### src/rtl/mpc_config_ctrl.sv
// mpc_config_ctrl
// ---------------
// Owns the chip-level configuration bus that steers every pad selector of the
// 2x2 multi-project array. A configuration change is sequenced
// break-before-make: pads are gated, the selector configuration switches while
// every macro is held in reset, the array settles, resets are released, and
// finally the pads are re-enabled. After reset the same SETTLE/ENABLE tail runs
// once so the array boots into DEFAULT_CFG cleanly.
//
// Ports:
//   clk            system clock
//   rst_n          asynchronous active-low reset
//   cfg_req_valid  configuration request valid
//   cfg_req_data   requested configuration (sampled only on the transfer edge)
//   cfg_req_ready  request can be accepted (IDLE and not locked)
//   cfg_lock       lock request; sets the sticky lock
//   configuration  drives all pad selectors
//   pad_oe_gate    1 = pad output enables pass through, 0 = forced off
//   macro_rst_n    per-macro active-low reset (all bits identical)
//   busy           a sequence is in progress
//   cfg_done       one-cycle pulse when a sequence (or no-op request) completes
//   cfg_err        sticky: an out-of-range request was accepted
//   locked         sticky lock state
module mpc_config_ctrl #(
  parameter int unsigned CFG_W         = 4,
  parameter int unsigned NUM_CFG       = 4,
  parameter int unsigned DEFAULT_CFG   = 0,
  parameter int unsigned NUM_MACROS    = 4,
  parameter int unsigned ISO_CYCLES    = 4,
  parameter int unsigned SETTLE_CYCLES = 8
) (
  input  logic                  clk,
  input  logic                  rst_n,
  input  logic                  cfg_req_valid,
  input  logic [CFG_W-1:0]      cfg_req_data,
  output logic                  cfg_req_ready,
  input  logic                  cfg_lock,
  output logic [CFG_W-1:0]      configuration,
  output logic                  pad_oe_gate,
  output logic [NUM_MACROS-1:0] macro_rst_n,
  output logic                  busy,
  output logic                  cfg_done,
  output logic                  cfg_err,
  output logic                  locked
);

  localparam int unsigned CNT_MAX = (ISO_CYCLES > SETTLE_CYCLES) ? ISO_CYCLES : SETTLE_CYCLES;
  localparam int unsigned CNT_W   = (CNT_MAX > 1) ? $clog2(CNT_MAX) : 1;

  localparam logic [CNT_W-1:0] ISO_LAST    = CNT_W'(ISO_CYCLES - 1);
  localparam logic [CNT_W-1:0] SETTLE_LAST = CNT_W'(SETTLE_CYCLES - 1);
  localparam logic [CFG_W-1:0] CFG_RESET   = CFG_W'(DEFAULT_CFG);

  typedef enum logic [1:0] {
    IDLE    = 2'd0,
    ISOLATE = 2'd1,
    SETTLE  = 2'd2,
    ENABLE  = 2'd3
  } state_t;

  state_t                  state, state_nxt;
  logic [CNT_W-1:0]        cnt, cnt_nxt;
  logic [CFG_W-1:0]        pending, pending_nxt;

  logic [CFG_W-1:0]        configuration_nxt;
  logic                    pad_oe_gate_nxt;
  logic [NUM_MACROS-1:0]   macro_rst_n_nxt;
  logic                    busy_nxt;
  logic                    cfg_done_nxt;
  logic                    cfg_err_nxt;
  logic                    locked_nxt;

  logic                    xfer;
  logic                    req_legal;
  logic                    req_same;
  logic                    iso_last;
  logic                    settle_last;

  // Ready depends only on state and the registered lock, so a lock request on
  // the same edge as a transfer does not block that transfer.
  assign cfg_req_ready = (state == IDLE) && !locked;
  assign xfer          = cfg_req_valid && cfg_req_ready;
  assign req_legal     = 32'(cfg_req_data) < NUM_CFG;
  assign req_same      = (cfg_req_data == configuration);
  assign iso_last      = (cnt == ISO_LAST);
  assign settle_last   = (cnt == SETTLE_LAST);

  // State register: reset lands in SETTLE so boot runs the normal tail.
  always_ff @(posedge clk or negedge rst_n) begin
    if (!rst_n) begin
      state <= SETTLE;
      cnt   <= '0;
    end else begin
      state <= state_nxt;
      cnt   <= cnt_nxt;
    end
  end

  // Next-state logic; the counter restarts at 0 on every state change.
  always_comb begin
    state_nxt = state;
    cnt_nxt   = '0;
    case (state)
      IDLE: begin
        if (xfer && req_legal && !req_same) state_nxt = ISOLATE;
      end
      ISOLATE: begin
        if (iso_last) state_nxt = SETTLE;
        else          cnt_nxt   = cnt + CNT_W'(1);
      end
      SETTLE: begin
        if (settle_last) state_nxt = ENABLE;
        else             cnt_nxt   = cnt + CNT_W'(1);
      end
      ENABLE: begin
        state_nxt = IDLE;
      end
      default: begin
        state_nxt = IDLE;
      end
    endcase
  end

  // Output logic: next values for the registered outputs.
  always_comb begin
    configuration_nxt = configuration;
    pad_oe_gate_nxt   = pad_oe_gate;
    macro_rst_n_nxt   = macro_rst_n;
    busy_nxt          = busy;
    cfg_done_nxt      = 1'b0;
    cfg_err_nxt       = cfg_err;
    locked_nxt        = locked | cfg_lock;
    pending_nxt       = pending;
    case (state)
      IDLE: begin
        if (xfer) begin
          if (!req_legal) begin
            cfg_err_nxt = 1'b1;
          end else if (req_same) begin
            cfg_done_nxt = 1'b1;
          end else begin
            pending_nxt     = cfg_req_data;
            pad_oe_gate_nxt = 1'b0;
            busy_nxt        = 1'b1;
          end
        end
      end
      ISOLATE: begin
        // Selector switches on the same edge the macros enter reset.
        if (iso_last) begin
          configuration_nxt = pending;
          macro_rst_n_nxt   = '0;
        end
      end
      SETTLE: begin
        if (settle_last) macro_rst_n_nxt = '1;
      end
      ENABLE: begin
        pad_oe_gate_nxt = 1'b1;
        busy_nxt        = 1'b0;
        cfg_done_nxt    = 1'b1;
      end
      default: begin
        busy_nxt = 1'b1;
      end
    endcase
  end

  // Registered outputs.
  always_ff @(posedge clk or negedge rst_n) begin
    if (!rst_n) begin
      configuration <= CFG_RESET;
      pad_oe_gate   <= 1'b0;
      macro_rst_n   <= '0;
      busy          <= 1'b1;
      cfg_done      <= 1'b0;
      cfg_err       <= 1'b0;
      locked        <= 1'b0;
    end else begin
      configuration <= configuration_nxt;
      pad_oe_gate   <= pad_oe_gate_nxt;
      macro_rst_n   <= macro_rst_n_nxt;
      busy          <= busy_nxt;
      cfg_done      <= cfg_done_nxt;
      cfg_err       <= cfg_err_nxt;
      locked        <= locked_nxt;
    end
  end

  // Pending target is only consumed after a fresh latch in IDLE, so it needs
  // no reset value.
  always_ff @(posedge clk) begin
    pending <= pending_nxt;
  end

endmodule
### config.mk
export PLATFORM = sky130hd
export DESIGN_NAME = mpc_config_ctrl
export DESIGN_NICKNAME = d
export VERILOG_FILES = /design/src/rtl/mpc_config_ctrl.sv
export SDC_FILE = /design/constraint.sdc
export NUM_CORES = 1
export LEC_CHECK = 0
export BUFFER_PORTS_ARGS = -buffer_cell sky130_fd_sc_hd__buf_2
export CORE_UTILIZATION = 50
export CTS_CLUSTER_DIAMETER = 120
export DETAILED_ROUTE_END_ITERATION = 12
export PLACE_DENSITY = 0.76
export SKIP_CTS_REPAIR_TIMING = 1
export SLEW_MARGIN = 30
export SYNTH_ARGS = -nofsm -noshare
export SYNTH_HDL_FRONTEND = slang
export SYNTH_SLANG_ARGS = --single-unit
### constraint.sdc
create_clock -name clk -period 5.1 [get_ports clk]
set_input_delay 1.02 -clock clk [delete_from_list [all_inputs] [get_ports clk]]
set_output_delay 1.02 -clock clk [all_outputs]
set_load 0.01 [all_outputs]
# Yosys cells after proc, flatten, opt, wreduce, memory -nomap -nowiden
# Cells that the tools add are included.
# word_totals
regBits	22
output_inout_bits	14
wordCells	64
# classes
add_sub_neg	1
magnitude_cmp	1
eq_ne	12
n_mux	22
bitwise	3
reduce_logical	15
# op_table
operator	count
inequality test 2 bit (second input constant)	5
2-to-1 mux 1 bit	9
AND reduction 3 bit	3
2-to-1 mux 4 bit	2
case mux 2 bit (4 select lines)	1
case mux 4 bit (2 select lines)	1
AND reduction 4 bit	2
2-to-1 mux 2 bit	3
2-to-1 mux 3 bit	2
case mux 1 bit (2 select lines)	3
case mux 3 bit (2 select lines)	1
equality test 2 bit (second input constant)	2
equality test 4 bit	1
logical AND 1 bit	4
< comparator 4 x 3 -> 1 bit (second input constant)	1
nonzero test 2 bit	2
adder 3 x 1 -> 3 bit (second input constant)	1
equality test 3 x 2 -> 1 bit (second input constant)	1
equality test 3 bit (second input constant)	1
equality test 2 x 1 -> 1 bit (second input constant)	1
zero test 1 bit	2
zero test 2 bit	1
inequality test 2 x 1 -> 1 bit (second input constant)	1
NOT 1 bit	2
other kinds (2)	2

# Longest topological paths before layout
# Gate-level depths: netlist (run 1).
# depth
depth_word	7
ltp_mapped	6

# Least setup slack after synthesis (run 1)
# Ideal clock, no wire load.
# synth_timing
kind	register to output
startpoint	register state[1]
endpoint	output cfg_req_ready
arrival_ns	1.019
required_time_ns	4.080
path_slack_ns	3.061
stages_incl_launch_ff	4
path_buffers	0
cell_sequence	dfstp_2 inv_1 ha_1 and2b_2
# synth_via
elab_chain_cells	2
# synth_rtl
element	line	text
from (decl)	61	state_t state, state_nxt;
from (signal assigned)	94	state <= state_nxt;
zero test 2 bit	81	assign cfg_req_ready = (state == IDLE) && !locked;
logical AND 1 bit	81	
to (decl)	36	output logic cfg_req_ready,
# Every way passes these cells.

# Final worst setup path (run 1)
# Same ends and word-level chain as after synthesis.

==> run_results.csv, run 1 <==
group,metric,value,unit
outcome,status,"complete, no violations",
cells_and_area,num_antenna_cells,0,
yosys,synth_top_family_by_area,"adder cells",
cells_and_area,nets,115,
power,swShare,33.89,%
detailed_routing,vias_per_cell,4.951,
worst_setup_path,path_buf_inv,2,
grt,grt_pass1_wl,2.566,mm
die,die-area,0.002025,mm2
sta,fmax,390.9,MHz
yosys,netlist_instances,75,
detailed_routing,vias,604,
sta,finalSetupViolations,0,
clocking,ctsLongestPathBuffers,2,
grt,grt_pass1_vias,609,
power,power_frac_comb,36.2,%
worst_setup_path,cp.arrival,1540,ps
yosys,synth_compound_area_share,7.442,%
worst_setup_path,critical_path_class,"flop to output port",
sta,relSlewSlack,69.48,%
power,p_int,0.2827,mW
yosys,ys_seq_area_share,53.86,%
detailed_routing,first_pass_iters,4,
worst_setup_path,path_delay_family,"flip-flops",
place,place_congestion,0.7507,
yosys,yosysTopAreaCellShare,35.18,%
cells_and_area,stdcell_count,122,
yosys,syn_area_per_cell,12.33,um2
power,seqPwrFrac,46.3,%
run,maxCapViolations,0,
power,power.switching,0.1449,mW
grt,antenna_found_initial,0,
clocking,clk_latency,300,ps
worst_setup_path,critPathMaxFanout,4,
power,peakVddDrop,0.2044,mV
cells_and_area,nFillCells,143,
yosys,ys_warn_count,0,
clocking,clock_sinks,19,
cells_and_area,fin_util,61.74,%
detailed_routing,drc_errors,0,
clocking,cts_buffers,3,
die,dieHeight,45.01,um
grt,grt_usage,18.53,%
sta,final_max_slew_viol_count,0,
grt,grt_max_degree,16,
grt,grt-ovfl-total,0,
clocking,cts_tree,"done",
clocking,clkTransAtPathRegs,100,ps
place,dp_hpwl,1.206,mm
sta,rsz0062_at_grt,"false",
yosys,netlist_top_cells_area,"dfrtp_1 35%, edfxtp_1 13%, ha_1 12%",
worst_setup_path,required,4080,ps
place,io_buffers,21,
die,ioPinCount,22,
yosys,synthMuxAreaShare,7.578,%
detailed_routing,wl_per_cell,12.80,um
sta,hold_viol,0,
yosys,synth_ff_type,"dfrtp_1",
yosys,syn-num-nets,92,
cells_and_area,syn2layout_area_growth,15.29,%
worst_setup_path,end_kind,"output port",
detailed_routing,ant_nets,0,
worst_setup_path,cp_slowest_stage_delay,570,ps
die,rows,15,
clocking,htreeDepth,1,
yosys,synth_fa_ha_area_share,12.18,%
worst_setup_path,crit_path_start_kind,"flop",
worst_setup_path,worstPathCellList,"inv_1 > ha_1 > and2b_2 > buf_2",
die,start_util,53.55,%
place,dpl-instance-area,0.001039,mm2
yosys,synthArstFlopShare,78.95,%
detailed_routing,drt_iter0_drc,8,
sta,post-route-period-util,50.16,%
cells_and_area,final_area,0.001066,mm2
yosys,synthXorXnorAreaFrac,1.894,%
power,p_clk_share,17.5,%
yosys,synth_seq_cells,19,
yosys,synthMostInstantiatedCell,"dfrtp_1",
clocking,clockRootBuffer,"clkbuf_4",
sta,finalSetupTns,0,ps
yosys,synthSimpleGateAreaFrac,12.18,%
yosys,syn-cell-area,924.6,um2
die,floorplan.core_area,0.001727,mm2
power,p_leak,0.5291,nW
worst_hold_path,hold_path.class,"flop to flop",
place,dp.cells,118,
worst_setup_path,slowest_stage,"dfstp_2",
yosys,synthDistinctLibCells,27,
power,p_per_area,401.1,mW/mm2
sta,final.min_clock_period,2558,ps
sta,tightestPinTransition,456.1,ps
yosys,ys_top_cells_by_count,"13 x dfrtp_1, 9 x ha_1, 6 x inv_1, 6 x nor2_1",
yosys,synth_edf_count,4,
yosys,synth_largest_area_cell,"dfrtp_1",
cells_and_area,drive_gt1_share,39.18,%
detailed_routing,wl,1.562,mm
die,die_w,45.01,um
sta,fin_skew,4.987,ps
## power groups by stage
stage | sequential, mW | combinational (mW) | clock, mW
2_1_floorplan | 0.202 | 0.111 | 0
3_3_place_gp | 0.199 | 0.151 | 0
3_5_place_dp | 0.201 | 0.153 | 0
4_1_cts | 0.198 | 0.155 | 0.0772
5_1_grt | 0.200 | 0.173 | 0.0840
6_report | 0.198 | 0.155 | 0.0747
## cell usage in the layout (no fill, tap or decap)
cell and instances:
buf_2 21, inv_1 6, dfrtp_1 13, a41oi_1 1
and2b_2 1, nor2_1 6, o2bb2ai_1 1, mux2_4 1
clkbuf_4 3, a2bb2oi_1 1, xnor2_1 2, nor2_2 1
nand2b_1 1, and2_1 1, ha_1 9, a211o_2 1
mux2i_1 1, o21bai_1 1, o21ai_0 3, clkinv_2 1
mux2_2 4, and3_1 3, a21oi_1 2, nand2_1 4
nand3_2 1, edfxtp_1 4, nor3b_2 1, dfstp_2 2
or2_2 1
## state kept, by name, indices dropped and copies added (netlist names)
register	flops
configuration	4
pending	4
cnt	3
state	2
busy	1
cfg_done	1
cfg_err	1
locked	1
macro_rst_n	1
pad_oe_gate	1
## metal layers
metal	share of wire [%]	routed length, um	global-route usage (%)
met1	45	698	22.61
met2	49	763	30.43
met3	5.4	85	4.800
met4	0.96	15	9.091
met5	0	0	0
## final cells by class
type | count | area [um2] | share of cell area (%)
clock buffers | 3 | 22.52 | 2.113
clock inverters | 1 | 5.005 | 0.4695
inverters | 6 | 22.52 | 2.113
multi-input cells | 47 | 381.6 | 35.80
flip-flops and latches | 19 | 498.0 | 46.71
well taps | 25 | 31.28 | 2.934
repair buffers | 21 | 105.1 | 9.859
## path summary, 6_finish.rpt
kind | depth (start not counted) | slack [ps] | startpoint | to
max | 4 | 2540 | state[1] | cfg_req_ready
min | 1 | 430 | cnt[0] | cnt[0]
max reg2reg | 6 | 3200 | state[1] | state[1]
min reg2reg | 1 | 430 | cnt[0] | cnt[0]
max in group asynchronous | 1 | 4200 | rst_n | state[1]
min in group asynchronous | 1 | 600 | rst_n | pad_oe_gate
## logic make-up after synthesis
logic type,after synthesis
multiplexers,6
buffers and inverters,9
XOR/XNOR,2
adder cells (fa/ha/maj),9
AO/OA/AOI/OAI,10
AND/OR/NAND/NOR,20
flip-flops,19
## per-stage QoR
step | worst slack (ps) | power (mW) | hold WS, ps
6_report | 2542 | 0.4276 | 434.6
3_5_place_dp | 2877 | 0.3543 | 428.3
2_1_floorplan | 3061 | 0.3127 | 406.6
3_3_place_gp | 2907 | 0.3502 | 419.1
5_1_grt | 2468 | 0.4574 | 457.4
4_1_cts | 2542 | 0.4303 | 442.7
No activity file was read; power rests on OpenSTA's default activity.
==> run 2, diff against run 1 <==
- ABC_AREA: not set -> 1
- CORE_UTILIZATION: 50 -> 47
- PLACE_DENSITY: 0.76 -> 0.75
- clock period: 5.1 -> 2.1 ns (I/O delays scaled with it)
==> run 2 against run 1 <==
Clock skew increased by 3.6 ps; synthesized cell count up 44%; critical path type unchanged; largest cell class unchanged; sequential power up 150%; flip-flop and latch count is the same; cell count up 29%.
==> run_results.csv, run 2 <==
group,metric,value,unit
yosys,synthMostInstantiatedCell,"nand2_1",
worst_setup_path,cpMostUsedCell,"inv_1",
sta,relSlewSlack,76.75,%
yosys,netlist_top_cells_area,"dfrtp_1 33%, edfxtp_1 12%, ha_1 11%",
outcome,status,"complete, no violations",
yosys,syn-num-nets,125,
sta,final_max_slew_viol_count,0,
detailed_routing,ant_nets,0,
worst_setup_path,cp.arrival,1470,ps
die,floorplan.core_area,0.001962,mm2
cells_and_area,final_area,0.001132,mm2
yosys,synthArstFlopShare,78.95,%
detailed_routing,drc_errors,0,
cells_and_area,final_common_cell,"nand2_1",
worst_setup_path,critical_path_class,"flop to output port",
place,io_buffers,21,
detailed_routing,vias_per_cell,4.484,
worst_setup_path,worstPathCellList,"inv_1 > ha_1 > inv_1 > nor2_4 > buf_2",
sta,rsz0062_at_grt,"false",
worst_setup_path,crit_path_start_kind,"flop",
yosys,yosysTopAreaCellShare,32.91,%
run,maxCapViolations,0,
grt,grt_pass1_wl,2.442,mm
sta,fmax,529.7,MHz
yosys,syn-cell-area,988.4,um2
yosys,synth_edf_count,4,
sta,finalSetupViolations,0,
cells_and_area,reg_top3,"configuration x4, pending x4, cnt x3",
yosys,synth_seq_cells,19,
cells_and_area,num_antenna_cells,0,
power,p_leak,0.5944,nW
yosys,synth_largest_area_cell,"dfrtp_1",
detailed_routing,wl,1.725,mm
clocking,clock_sinks,19,
sta,finalSetupTns,0,ps
worst_setup_path,cp_slowest_stage_delay,570,ps
die,start_util,50.38,%
clocking,clkTransAtPathRegs,120,ps
worst_setup_path,critPathMaxFanout,4,
yosys,ys_top_cells_by_count,"24 x nand2_1, 16 x inv_1, 13 x dfrtp_1, 9 x ha_1, 7 x nor2_1",
worst_setup_path,reg2reg_from,"state[0]",
yosys,syn_area_per_cell,9.152,um2
sta,fin_skew,8.552,ps
die,ioPinCount,22,
clocking,ctsLongestPathBuffers,2,
worst_setup_path,required,1680,ps
sta,final.min_clock_period,1888,ps
worst_setup_path,rrSetupSlack,500,ps
yosys,ys_seq_area_share,50.38,%
cells_and_area,final_cell_mix,"24 x nand2_1, 21 x buf_2, 16 x inv_1",
yosys,netlist_instances,108,
die,die_w,47.86,um
grt,grt_pass1_vias,584,
worst_hold_path,hold_path.class,"primary input to async pin",
detailed_routing,vias,704,
detailed_routing,first_pass_iters,4,
clocking,htreeDepth,1,
yosys,synth_ff_type,"dfrtp_1",
clocking,cts_buffers,3,
cells_and_area,drive_gt1_share,32.31,%
clocking,cts_tree,"done",
yosys,ys_warn_count,0,
sta,post-route-period-util,89.91,%
grt,antenna_found_initial,0,
grt,grt_max_degree,16,
cells_and_area,nFillCells,179,
die,die-area,0.002291,mm2
detailed_routing,drt_iter0_drc,14,
cells_and_area,nets,148,
grt,grt-ovfl-total,0,
worst_setup_path,rr_worst_depth,8,
die,rows,16,
place,place_congestion,0.7541,
place,dp_hpwl,1.365,mm
die,dieHeight,47.86,um
cells_and_area,syn2layout_area_growth,14.56,%
power,peakVddDrop,0.5975,mV
worst_setup_path,end_kind,"output port",
clocking,clockRootBuffer,"clkbuf_4",
place,dpl-instance-area,0.001105,mm2
worst_setup_path,r2r-end,"pending[2]",
grt,grt_usage,16.11,%
sta,tightestPinTransition,348.7,ps
sta,hold_viol,0,
worst_setup_path,slowest_stage,"dfstp_2",
yosys,synthDistinctLibCells,21,
clocking,clk_latency,300,ps
power,p_per_area,980.8,mW/mm2
detailed_routing,wl_per_cell,10.99,um
[run 2: worst max-delay path by stage]
stage                         from            end  slack [ps]
after floorplan           state[0]     pending[0]         600
after global placement    state[1]  cfg_req_ready         600
final                     state[1]  cfg_req_ready         210
after CTS                 state[1]  cfg_req_ready         190
after global routing      state[1]  cfg_req_ready         130
after detailed placement  state[0]     pending[3]         510
[run 2: report_power, final]
group          switching (mW)  internal, mW  total, mW
sequential             0.0433         0.447      0.490
combinational           0.271         0.163      0.434
clock                   0.116        0.0709      0.187
[run 2: worst max-delay path, delay by kind of cell (launching register included)]
kind	cells	cell delay, ps
buf+inv	3	340
flops	1	570
simple gates	1	50
fa+ha+maj	1	220
[run 2: routing by layer]
layer / vias up / share of wire (%) / global-route usage (%)
met4: 0 / 0.70 / 9.444
met3: 2 / 3.2 / 4.906
met2: 15 / 48 / 23.24
li1: 372 / - / -
met1: 315 / 48 / 21.16
met5: - / 0 / 0
[run 2: metrics by stage]
step	hold WS, ps	utilization [%]	power (mW)	instances	worst slack [ps]
detailed placement	347.1	56.31	0.9329	153	508.4
global placement	337.5	56.31	0.9062	153	595.5
finish	4.432	57.72	1.111	157	212.0
global route	18.24	57.72	1.198	157	129.5
floorplan	124.4	-	0.8146	108	600.5
CTS	12.07	57.72	1.119	157	190.4
[run 2: area by class of cell]
class | instances | area (um2) | share of cell area [%]
Sequential cell | 19 | 498.0 | 43.98
Multi-Input combinational cell | 66 | 392.9 | 34.70
Timing Repair Buffer | 21 | 105.1 | 9.282
Inverter | 20 | 75.07 | 6.630
Tap cell | 27 | 33.78 | 2.983
Clock buffer | 3 | 22.52 | 1.989
Clock inverter | 1 | 5.005 | 0.4420
[run 2: cells by family after synthesis]
kind of cell | after synthesis | synth area share, %
and+or+nand+nor | 47 | 22.28
buffers and inverters | 23 | 9.873
DFF | 19 | 50.38
AOI/OAI and AO/OA | 10 | 6.076
adders and majority gates | 9 | 11.39
